### src/rtl/ibex_pkg.sv
// Shared types and constants for the CHERI capability access sequencer.
package ibex_pkg;

    localparam int unsigned CheriExcWidth = 5;

    // Bit positions within the checker exception vector.
    localparam int unsigned CheriExcTagBit    = 0;
    localparam int unsigned CheriExcSealBit   = 1;
    localparam int unsigned CheriExcPermBit   = 2;
    localparam int unsigned CheriExcLengthBit = 3;
    localparam int unsigned CheriExcAlignBit  = 4;

    localparam int unsigned CapMemBytes   = 8;
    localparam logic [1:0]  DATA_TYPE_CAP = 2'b11;

    typedef enum logic [2:0] {
        CapSeqIdle,
        CapSeqLoReq,
        CapSeqLoResp,
        CapSeqHiReq,
        CapSeqHiResp,
        CapSeqDone
    } cap_seq_state_e;

endpackage

### src/rtl/ibex_cheri_cap_access_seq.sv
// Sequences LSU accesses onto the 32-bit data bus; capability accesses become two word beats,
// with the checker's exception vector folded into the result.
module ibex_cheri_cap_access_seq
    import ibex_pkg::*;
#(
    parameter bit          CheckCapAlign = 1'b1,
    parameter int unsigned CheriExcW     = CheriExcWidth
) (
    input  logic                 clk_i,
    input  logic                 rst_ni,

    input  logic                 req_i,
    output logic                 ready_o,
    input  logic                 we_i,
    input  logic                 cap_i,
    input  logic [1:0]           type_i,
    input  logic [3:0]           be_i,
    input  logic [31:0]          addr_i,
    input  logic [63:0]          wdata_i,
    input  logic                 wtag_i,

    output logic                 done_o,
    output logic [63:0]          rdata_o,
    output logic                 rtag_o,
    output logic                 err_o,
    output logic                 misalign_o,
    output logic [CheriExcW-1:0] cheri_exc_o,

    output logic                 data_req_o,
    input  logic                 data_gnt_i,
    input  logic                 data_rvalid_i,
    input  logic                 data_err_i,
    input  logic [31:0]          data_rdata_i,
    input  logic                 data_tag_i,
    output logic [31:0]          data_addr_o,
    output logic                 data_we_o,
    output logic [1:0]           data_type_o,
    output logic [3:0]           data_be_o,
    output logic                 data_cap_o,
    output logic [31:0]          data_wdata_o,
    output logic                 data_wtag_o,

    input  logic [CheriExcW-1:0] chk_exc_i
);

    localparam logic [31:0] CapAlignMask = 32'(CapMemBytes - 1);
    localparam logic [31:0] CapHiOffset  = 32'(CapMemBytes / 2);

    cap_seq_state_e r_state, w_state_d;

    logic                 r_we, r_cap, r_wtag;
    logic [1:0]           r_type;
    logic [3:0]           r_be;
    logic [31:0]          r_addr;
    logic [63:0]          r_wdata;
    logic [63:0]          r_rdata;
    logic                 r_tag_lo, r_tag_hi;
    logic                 r_err, r_misalign;
    logic                 r_first;
    logic [CheriExcW-1:0] r_exc;

    logic                 w_accept;
    logic                 w_misalign_in;
    logic                 w_is_hi;
    logic                 w_in_resp;
    logic                 w_fault;
    logic [CheriExcW-1:0] w_exc_now;
    logic [CheriExcW-1:0] w_exc_sum;

    assign w_accept      = (r_state == CapSeqIdle) && req_i;
    assign w_misalign_in = CheckCapAlign && cap_i && ((addr_i & CapAlignMask) != 32'd0);
    assign w_is_hi       = (r_state == CapSeqHiReq);
    assign w_in_resp     = (r_state == CapSeqLoResp) || (r_state == CapSeqHiResp);
    // The checker vector is only meaningful in the cycle right after a grant.
    assign w_exc_now     = r_first ? chk_exc_i : '0;
    assign w_exc_sum     = r_exc | w_exc_now;
    assign w_fault       = r_err | r_misalign | (|r_exc);

    always_comb begin
        w_state_d    = r_state;
        ready_o      = 1'b0;
        done_o       = 1'b0;
        data_req_o   = 1'b0;
        data_addr_o  = 32'd0;
        data_we_o    = 1'b0;
        data_type_o  = 2'b00;
        data_be_o    = 4'h0;
        data_cap_o   = 1'b0;
        data_wdata_o = 32'd0;
        data_wtag_o  = 1'b0;

        case (r_state)
            CapSeqIdle: begin
                ready_o = 1'b1;
                if (req_i) begin
                    w_state_d = w_misalign_in ? CapSeqDone : CapSeqLoReq;
                end
            end
            CapSeqLoReq: begin
                data_req_o = 1'b1;
                if (data_gnt_i) w_state_d = CapSeqLoResp;
            end
            CapSeqLoResp: begin
                if (data_rvalid_i) begin
                    w_state_d = (r_cap && !data_err_i && (w_exc_sum == '0)) ? CapSeqHiReq
                                                                             : CapSeqDone;
                end
            end
            CapSeqHiReq: begin
                data_req_o = 1'b1;
                if (data_gnt_i) w_state_d = CapSeqHiResp;
            end
            CapSeqHiResp: begin
                if (data_rvalid_i) w_state_d = CapSeqDone;
            end
            CapSeqDone: begin
                done_o    = 1'b1;
                w_state_d = CapSeqIdle;
            end
            default: w_state_d = CapSeqIdle;
        endcase

        if (data_req_o) begin
            data_addr_o  = w_is_hi ? (r_addr + CapHiOffset) : r_addr;
            data_we_o    = r_we;
            data_wdata_o = w_is_hi ? r_wdata[63:32] : r_wdata[31:0];
            if (r_cap) begin
                // Low beat carries the cap type so the checker bounds-checks all 8 bytes.
                data_type_o = w_is_hi ? 2'b00 : DATA_TYPE_CAP;
                data_be_o   = 4'hF;
                data_cap_o  = 1'b1;
                data_wtag_o = r_wtag;
            end else begin
                data_type_o = r_type;
                data_be_o   = r_be;
            end
        end
    end

    always_ff @(posedge clk_i or negedge rst_ni) begin
        if (!rst_ni) begin
            r_state    <= CapSeqIdle;
            r_we       <= 1'b0;
            r_cap      <= 1'b0;
            r_wtag     <= 1'b0;
            r_type     <= 2'b00;
            r_be       <= 4'h0;
            r_addr     <= 32'd0;
            r_wdata    <= 64'd0;
            r_rdata    <= 64'd0;
            r_tag_lo   <= 1'b0;
            r_tag_hi   <= 1'b0;
            r_err      <= 1'b0;
            r_misalign <= 1'b0;
            r_first    <= 1'b0;
            r_exc      <= '0;
        end else begin
            r_state <= w_state_d;
            r_first <= data_req_o & data_gnt_i;
            if (w_accept) begin
                r_we       <= we_i;
                r_cap      <= cap_i;
                r_wtag     <= wtag_i;
                r_type     <= type_i;
                r_be       <= be_i;
                r_addr     <= addr_i;
                r_wdata    <= wdata_i;
                r_rdata    <= 64'd0;
                r_tag_lo   <= 1'b0;
                r_tag_hi   <= 1'b0;
                r_err      <= 1'b0;
                r_misalign <= w_misalign_in;
                r_exc      <= '0;
            end else begin
                r_exc <= w_exc_sum;
                if (w_in_resp && data_rvalid_i) begin
                    r_err <= r_err | data_err_i;
                    if (!r_we) begin
                        if (r_state == CapSeqHiResp) begin
                            r_rdata[63:32] <= data_rdata_i;
                            r_tag_hi       <= data_tag_i;
                        end else begin
                            r_rdata[31:0]  <= data_rdata_i;
                            r_tag_lo       <= data_tag_i;
                        end
                    end
                end
            end
        end
    end

    assign rdata_o     = w_fault ? 64'd0 : r_rdata;
    assign rtag_o      = r_cap & r_tag_lo & r_tag_hi & ~w_fault;
    assign err_o       = r_err;
    assign misalign_o  = r_misalign;
    assign cheri_exc_o = r_exc;

endmodule
### config.mk
export PLATFORM = sky130hd
export DESIGN_NAME = ibex_cheri_cap_access_seq
export DESIGN_NICKNAME = d
export VERILOG_FILES = /design/src/rtl/ibex_pkg.sv /design/src/rtl/ibex_cheri_cap_access_seq.sv
export SDC_FILE = /design/constraint.sdc
export NUM_CORES = 1
export LEC_CHECK = 0
export CORE_ASPECT_RATIO = 0.8
export CORE_MARGIN = 3
export CORE_UTILIZATION = 50
export DETAILED_ROUTE_END_ITERATION = 7
export PLACE_DENSITY = 0.95
export REMOVE_ABC_BUFFERS = 1
export SLEW_MARGIN = 5
export SYNTH_ARGS = -nofsm -noshare
export SYNTH_HDL_FRONTEND = slang
export SYNTH_SLANG_ARGS = --single-unit
export TNS_END_PERCENT = 10
### constraint.sdc
create_clock -name clk_i -period 3.85 [get_ports clk_i]
set_input_delay 0.77 -clock clk_i [delete_from_list [all_inputs] [get_ports clk_i]]
set_output_delay 0.77 -clock clk_i [all_outputs]
set_load 0.02 [all_outputs]
Yosys cells after proc, flatten, opt, wreduce, memory -nomap -nowiden
Cells that the tools add are included.
{"block": "totals", "wordCells": 98, "out_inout_bits": 148, "input_bits": 149, "regBits": 182}
{"block": "classes", "add_sub_neg": 1, "n_eq_ne": 12, "mux": 43, "reduce_logical": 17, "bitwise": 9}
{"cell": "64-bit two-way mux", "count": 4}
{"cell": "32-bit two-way mux", "count": 6}
{"cell": "32-bit by 3-bit adder with 32-bit output (second input constant)", "count": 1}
{"cell": "32-bit nonzero test", "count": 1}
{"cell": "3-bit two-way mux", "count": 7}
{"cell": "1-bit two-way mux", "count": 18}
{"cell": "3-bit case mux with 5 select lines", "count": 1}
{"cell": "2-bit inequality test (second input constant)", "count": 6}
{"cell": "5-bit two-way mux", "count": 2}
{"cell": "4-bit two-way mux", "count": 2}
{"cell": "3-bit by 2-bit equality test with 1-bit output (second input constant)", "count": 2}
{"cell": "3-bit equality test (second input constant)", "count": 2}
{"cell": "2-bit two-way mux", "count": 3}
{"cell": "3-bit AND reduction", "count": 2}
{"cell": "1-bit logical AND", "count": 5}
{"cell": "5-bit logical NOT", "count": 1}
{"cell": "5-bit OR", "count": 1}
{"cell": "5-bit AND reduction", "count": 1}
{"cell": "5-bit OR reduction", "count": 1}
{"cell": "1-bit bitwise AND", "count": 4}
{"cell": "2-bit nonzero test", "count": 2}
{"cell": "3-bit by 1-bit equality test with 1-bit output (second input constant)", "count": 1}
{"cell": "3-bit logical NOT", "count": 1}
{"cell": "1-bit OR", "count": 3}
{"cell": "other kinds (5)", "count": 5}

Logic depth before layout (Yosys ltp)
{"block": "logic_depth", "word_depth": 7, "ltp_mapped": 8, "mapped_depth_nobuf": 5}

Worst setup path before layout
No wires, ideal clock.
{"block": "synth_path", "kind": "register to output", "from": "register r_state[2]", "to": "output port data_addr_o[18]", "required_ns": 3.080, "n_path_buf": 3, "slack_ns": 0.799, "stages_incl_launch_ff": 7, "t_arrival_ns": 2.281, "path_cell_list": "dfrtp_1 nand2b_2 buf_6 or4_1 buf_2 buf_2 o41ai_1"}
{"block": "synth_between", "elab_chain_cells": 4}
{"item": "start: declaration", "line_no": "ibex_cheri_cap_access_seq.sv:49", "source": "cap_seq_state_e r_state, w_state_d;"}
{"item": "start signal: assignment", "line_no": "ibex_cheri_cap_access_seq.sv:142", "source": "r_state <= CapSeqIdle;"}
{"item": "start signal: assignment", "line_no": "ibex_cheri_cap_access_seq.sv:158", "source": "r_state <= w_state_d;"}
{"item": "3-bit by 2-bit equality test with 1-bit output or 3-bit by 1-bit equality test with 1-bit output (tied branches)", "line_no": "ibex_cheri_cap_access_seq.sv:72, ibex_cheri_cap_access_seq.sv:92"}
{"item": "2-bit OR reduction (no source line)"}
{"item": "1-bit two-way mux", "line_no": "ibex_cheri_cap_access_seq.sv:92", "source": "case (r_state)"}
{"item": "32-bit two-way mux *", "line_no": "ibex_cheri_cap_access_seq.sv:123", "source": "if (data_req_o) begin"}
{"item": "end: declaration", "line_no": "ibex_cheri_cap_access_seq.sv:35", "source": "output logic [31:0] data_addr_o,"}
Mark *: on every way between the ends. The rest lies on a longest branch, timed or not.

Final worst setup path
{"block": "layout_path", "from": "register r_addr[5]", "to": "output port data_addr_o[17]"}
{"block": "layout_between", "elab_chain_cells": 3}
{"item": "start: declaration", "line_no": "ibex_cheri_cap_access_seq.sv:54", "source": "logic [31:0] r_addr;"}
{"item": "start signal: assignment", "line_no": "ibex_cheri_cap_access_seq.sv:166", "source": "r_addr <= addr_i;"}
{"item": "32-bit by 3-bit adder with 32-bit output", "line_no": "ibex_cheri_cap_access_seq.sv:124", "source": "data_addr_o = w_is_hi ? (r_addr + CapHiOffset) : r_addr;"}
{"item": "32-bit two-way mux", "line_no": "ibex_cheri_cap_access_seq.sv:124"}
{"item": "32-bit two-way mux", "line_no": "ibex_cheri_cap_access_seq.sv:123"}
No other way between the ends.

==> results.sh <==
export IMPL_run_status="completed"
export IMPL_totalNegativeSetupSlack_ps=0
export IMPL_number_of_distinct_library_cells_after_synthesis=41
export IMPL_multi_input_area_mm2=0.00397
export IMPL_netlist_area_before_placement_mm2=0.00882
export IMPL_top_usage_layer="met2"
export IMPL_routed_via_count=8674
export IMPL_clkSinkCount=182
export IMPL_biggest_area_contributors_in_the_synthesized_netlist="sky130_fd_sc_hd__dfrtp_1, sky130_fd_sc_hd__nand2_1, sky130_fd_sc_hd__and2_1"
export IMPL_post_layout_minimum_cycle_time_ps=3760
export IMPL_setup_viol=0
export IMPL_cp_data_required_time_ps=3080
export IMPL_route_antenna_remaining_nets=0
export IMPL_hp_class="in -> async"
export IMPL_detail_route_iter0_violations=646
export IMPL_antenna_found_initial=0
export IMPL_yosysTopAreaCell="sky130_fd_sc_hd__dfrtp_1"
export IMPL_seq_area_mm2=0.00456
export IMPL_grt_pass1_vias=8498
export IMPL_total_iterations_of_the_first_detailed_routing_run=5
export IMPL_synthesis_instances=1083
export IMPL_dp_hpwl_um=18400
export IMPL_worstSetupEndpointType="output port"
export IMPL_grtUsageMet2_pct=45.8
export IMPL_globalRouteTotalUtil_pct=27.6
export IMPL_total_number_of_h_tree_levels=4
export IMPL_layout_drive_gt1_share_pct=4.07
export IMPL_tritoncts="yes"
export IMPL_critPathLaunchType="register"
export IMPL_dieWidth_um=155
export IMPL_synth_area_per_cell_um2=8.14
export IMPL_ir_drop_v=0.000476
export IMPL_edff_count_synth=0
export IMPL_final_min_period_over_clock_period_pct=97.6
export IMPL_timing_reg2reg_worst_path_depth=5
export IMPL_final_setup_worst_slack_ps=90.7
export IMPL_initial_core_util_pct=52.1
export IMPL_comb_power_share_pct=43.4
export IMPL_fin_cells=1570
export IMPL_fin_worst_hold_slack_ps=456
export IMPL_via_per_inst=5.52
export IMPL_n_antenna_cell=0
export IMPL_gp_congestion=0.900
export IMPL_clock_skew_final_ps=8.16
export IMPL_grt_setup_unrepaired="no"
export IMPL_yosysSeqAreaShare_pct=51.6
export IMPL_clock_tree_buffer_depth=2
export IMPL_switchingPower_uw=3820
export IMPL_relSlewSlack_pct=31.5
export IMPL_design_portCount=297
export IMPL_area_growth_pct=42.3
export IMPL_placementRows=42
export IMPL_transition_time_of_the_tightest_slew_check_pin_ps=1030
export IMPL_power_share_sequential_pct=37.1
export IMPL_p_int_uw=5540
export IMPL_postSynthRegisterBits=182
export IMPL_nNetsFinal=1487
export IMPL_drv_cap=0
export IMPL_wirelength_um=27300
export IMPL_numCtsBuffers=17
export IMPL_endpoints_failing_hold=0
export IMPL_power_density_cell_area_mw_per_mm2=746
export IMPL_cts_reportedPaths_clkPinSlew_ps=70
export IMPL_synth_async_sr_flop_share_pct=100
export IMPL_clkLatencyLatePin_ps=420
export IMPL_crit_type="reg -> out"
export IMPL_clk_root_buffer_cell="sky130_fd_sc_hd__clkbuf_16"
export IMPL_grt_overflow=0
export IMPL_power_switching_share_pct=40.8
export IMPL_groute_layer_met3_usage_pct=7.71
export IMPL_dieHeight_um=125
export IMPL_most_common_flop_cell_mapped_by_yosys="sky130_fd_sc_hd__dfrtp_1"
export IMPL_detailedPlace_worstSlack_ps=216
export IMPL_grt_start_max_net_pins=104
export IMPL_routedWlPerCell_um=17.4
export IMPL_synthDominantCellAreaShare_pct=51.6
export IMPL_number_of_max_slew_violations_in_the_final_report=0
export IMPL_grt_pass1_wl_um=43300
export IMPL_core_area_mm2=0.0169
export IMPL_numPlacedInstances=1538
export IMPL_static_leakage_power_uw=0.00578
export IMPL_critical_path_peak_fanout=21
export IMPL_design_die_area_mm2=0.0193
export IMPL_use_met1_pct=34.9
export IMPL_portBuffers=296
export IMPL_n_fill_cell=1160
export IMPL_yosysWarningCount=0
export IMPL_cp_data_arrival_time_ps=2990
export IMPL_postCtsSetupRepairBufs=0
export IMPL_share_clk_of_total_power_pct=19.5
export IMPL_drc_viols=0
export IMPL_clock_fmax_mhz=266
-- registers in the layout (all words and copies together), names as in the netlist --
name         flops
r_tag_hi         1
r_addr          32
r_we             1
r_rdata         64
r_state          3
r_tag_lo         1
r_wtag           1
r_wdata         64
cheri_exc_o      5
r_first          1
r_type           2
err_o            1
r_cap            1
r_be             4
misalign_o       1
-- cells in the final DEF (no fill, tap or decap), drive strengths merged, types with 3 or more instances in the layout --
master         instances
nand2                455
clkdlybuf4s50        290
dfrtp                182
and2                  70
a21oi                 58
nor2                  57
o21ai                 48
mux2i                 37
clkbuf                20
inv                   14
buf                   13
or4                   10
nand3                  9
o31ai                  9
or3                    9
nand4                  7
nor3                   7
nand2b                 7
and4                   5
dlymetal6s2s           5
xnor2                  4
and3                   3
o41ai                  3
xor2                   3
bufinv                 3
nor4                   3
-- cells in the mapped netlist, types with 7 or more instances --
cell	number
sky130_fd_sc_hd__nand2_1	455
sky130_fd_sc_hd__dfrtp_1	182
sky130_fd_sc_hd__and2_1	70
sky130_fd_sc_hd__a21oi_1	58
sky130_fd_sc_hd__clkbuf_1	58
sky130_fd_sc_hd__nor2_1	57
sky130_fd_sc_hd__o21ai_0	48
sky130_fd_sc_hd__mux2i_1	37
sky130_fd_sc_hd__buf_2	11
sky130_fd_sc_hd__or4_1	10
sky130_fd_sc_hd__nand3_1	9
sky130_fd_sc_hd__o31ai_1	9
sky130_fd_sc_hd__or3_1	9
sky130_fd_sc_hd__inv_1	8
sky130_fd_sc_hd__nand4_1	7
sky130_fd_sc_hd__nor3_1	7
-- worst max-delay path: stages, from the launching register on --
cell	delay (ps)
sky130_fd_sc_hd__dfrtp_1	420
sky130_fd_sc_hd__nand3_1	180
sky130_fd_sc_hd__or4_4	690
sky130_fd_sc_hd__or4_1	500
sky130_fd_sc_hd__a21oi_1	150
sky130_fd_sc_hd__clkdlybuf4s50_1	630
-- kinds of logic after synthesis --
group | after synthesis | synth area share [%]
flip-flops | 182 | 51.6
AND/OR/NAND/NOR | 646 | 31.5
XOR/XNOR | 7 | 0.695
adder cells (fa/ha/maj) | 1 | 0.142
buffers and inverters | 81 | 3.73
AO/OA/AOI/OAI | 128 | 7.97
multiplexers | 38 | 4.33
-- through the flow --
stage	power, µW	cell area (µm²)	utilization [%]
6_report	9360	12500	74.2
5_1_grt	9950	12500	74.2
4_1_cts	9370	12500	74.0
3_5_place_dp	7490	11900	70.4
3_3_place_gp	7270	11900	70.4
2_1_floorplan	5750	8520	-
-- path summary, 6_finish.rpt --
kind | end | start | slack, ps
setup / recovery | data_addr_o[17] | r_addr[5]$_DFFE_PN0P_ | 90
hold / removal | cheri_exc_o[1]$_DFF_PN0_ | rst_ni | 460
hold reg to reg | r_be[0]$_DFFE_PN0P_ | r_be[0]$_DFFE_PN0P_ | 470
min in group clk_i | r_be[0]$_DFFE_PN0P_ | r_be[0]$_DFFE_PN0P_ | 470
setup reg to reg | r_wdata[48]$_DFFE_PN0P_ | r_state[1]$_DFFE_PN0P_ | 1590
max in group asynchronous | r_wdata[60]$_DFFE_PN0P_ | rst_ni | 2480
-- layer usage --
layer | share of wire [%] | routed length [µm]
met5 | 0 | 0
met3 | 9.7 | 2630
met1 | 39 | 10600
met4 | 2.8 | 762
met2 | 49 | 13300
-- repair_timing --
item                                    4_1_cts  5_1_grt
endpoints found under the setup margin       18        9
hold endpoints to repair                      0        0
gates cloned                                  0        0
resized for setup                             3        7
pin swaps                                     0        1
hold buffers                                  0        0
-- power by group through the flow --
stage | Clock (µW) | Sequential (µW) | Combinational, µW
after global placement | 0 | 3390 | 3890
after global routing | 1930 | 3570 | 4450
after detailed placement | 0 | 3460 | 4030
final | 1830 | 3470 | 4060
after CTS | 1850 | 3440 | 4080
after floorplan | 0 | 3380 | 2380
-- final cells by class --
cell class | instances | area share (%)
inverters | 8 | 0.239
flip-flops and latches | 182 | 36.3
clock buffers | 20 | 3.56
repair buffers | 308 | 24.8
clock inverters | 12 | 1.32
well taps | 220 | 2.19
multi-input cells | 820 | 31.6
Power figures use the tool's default switching activity.
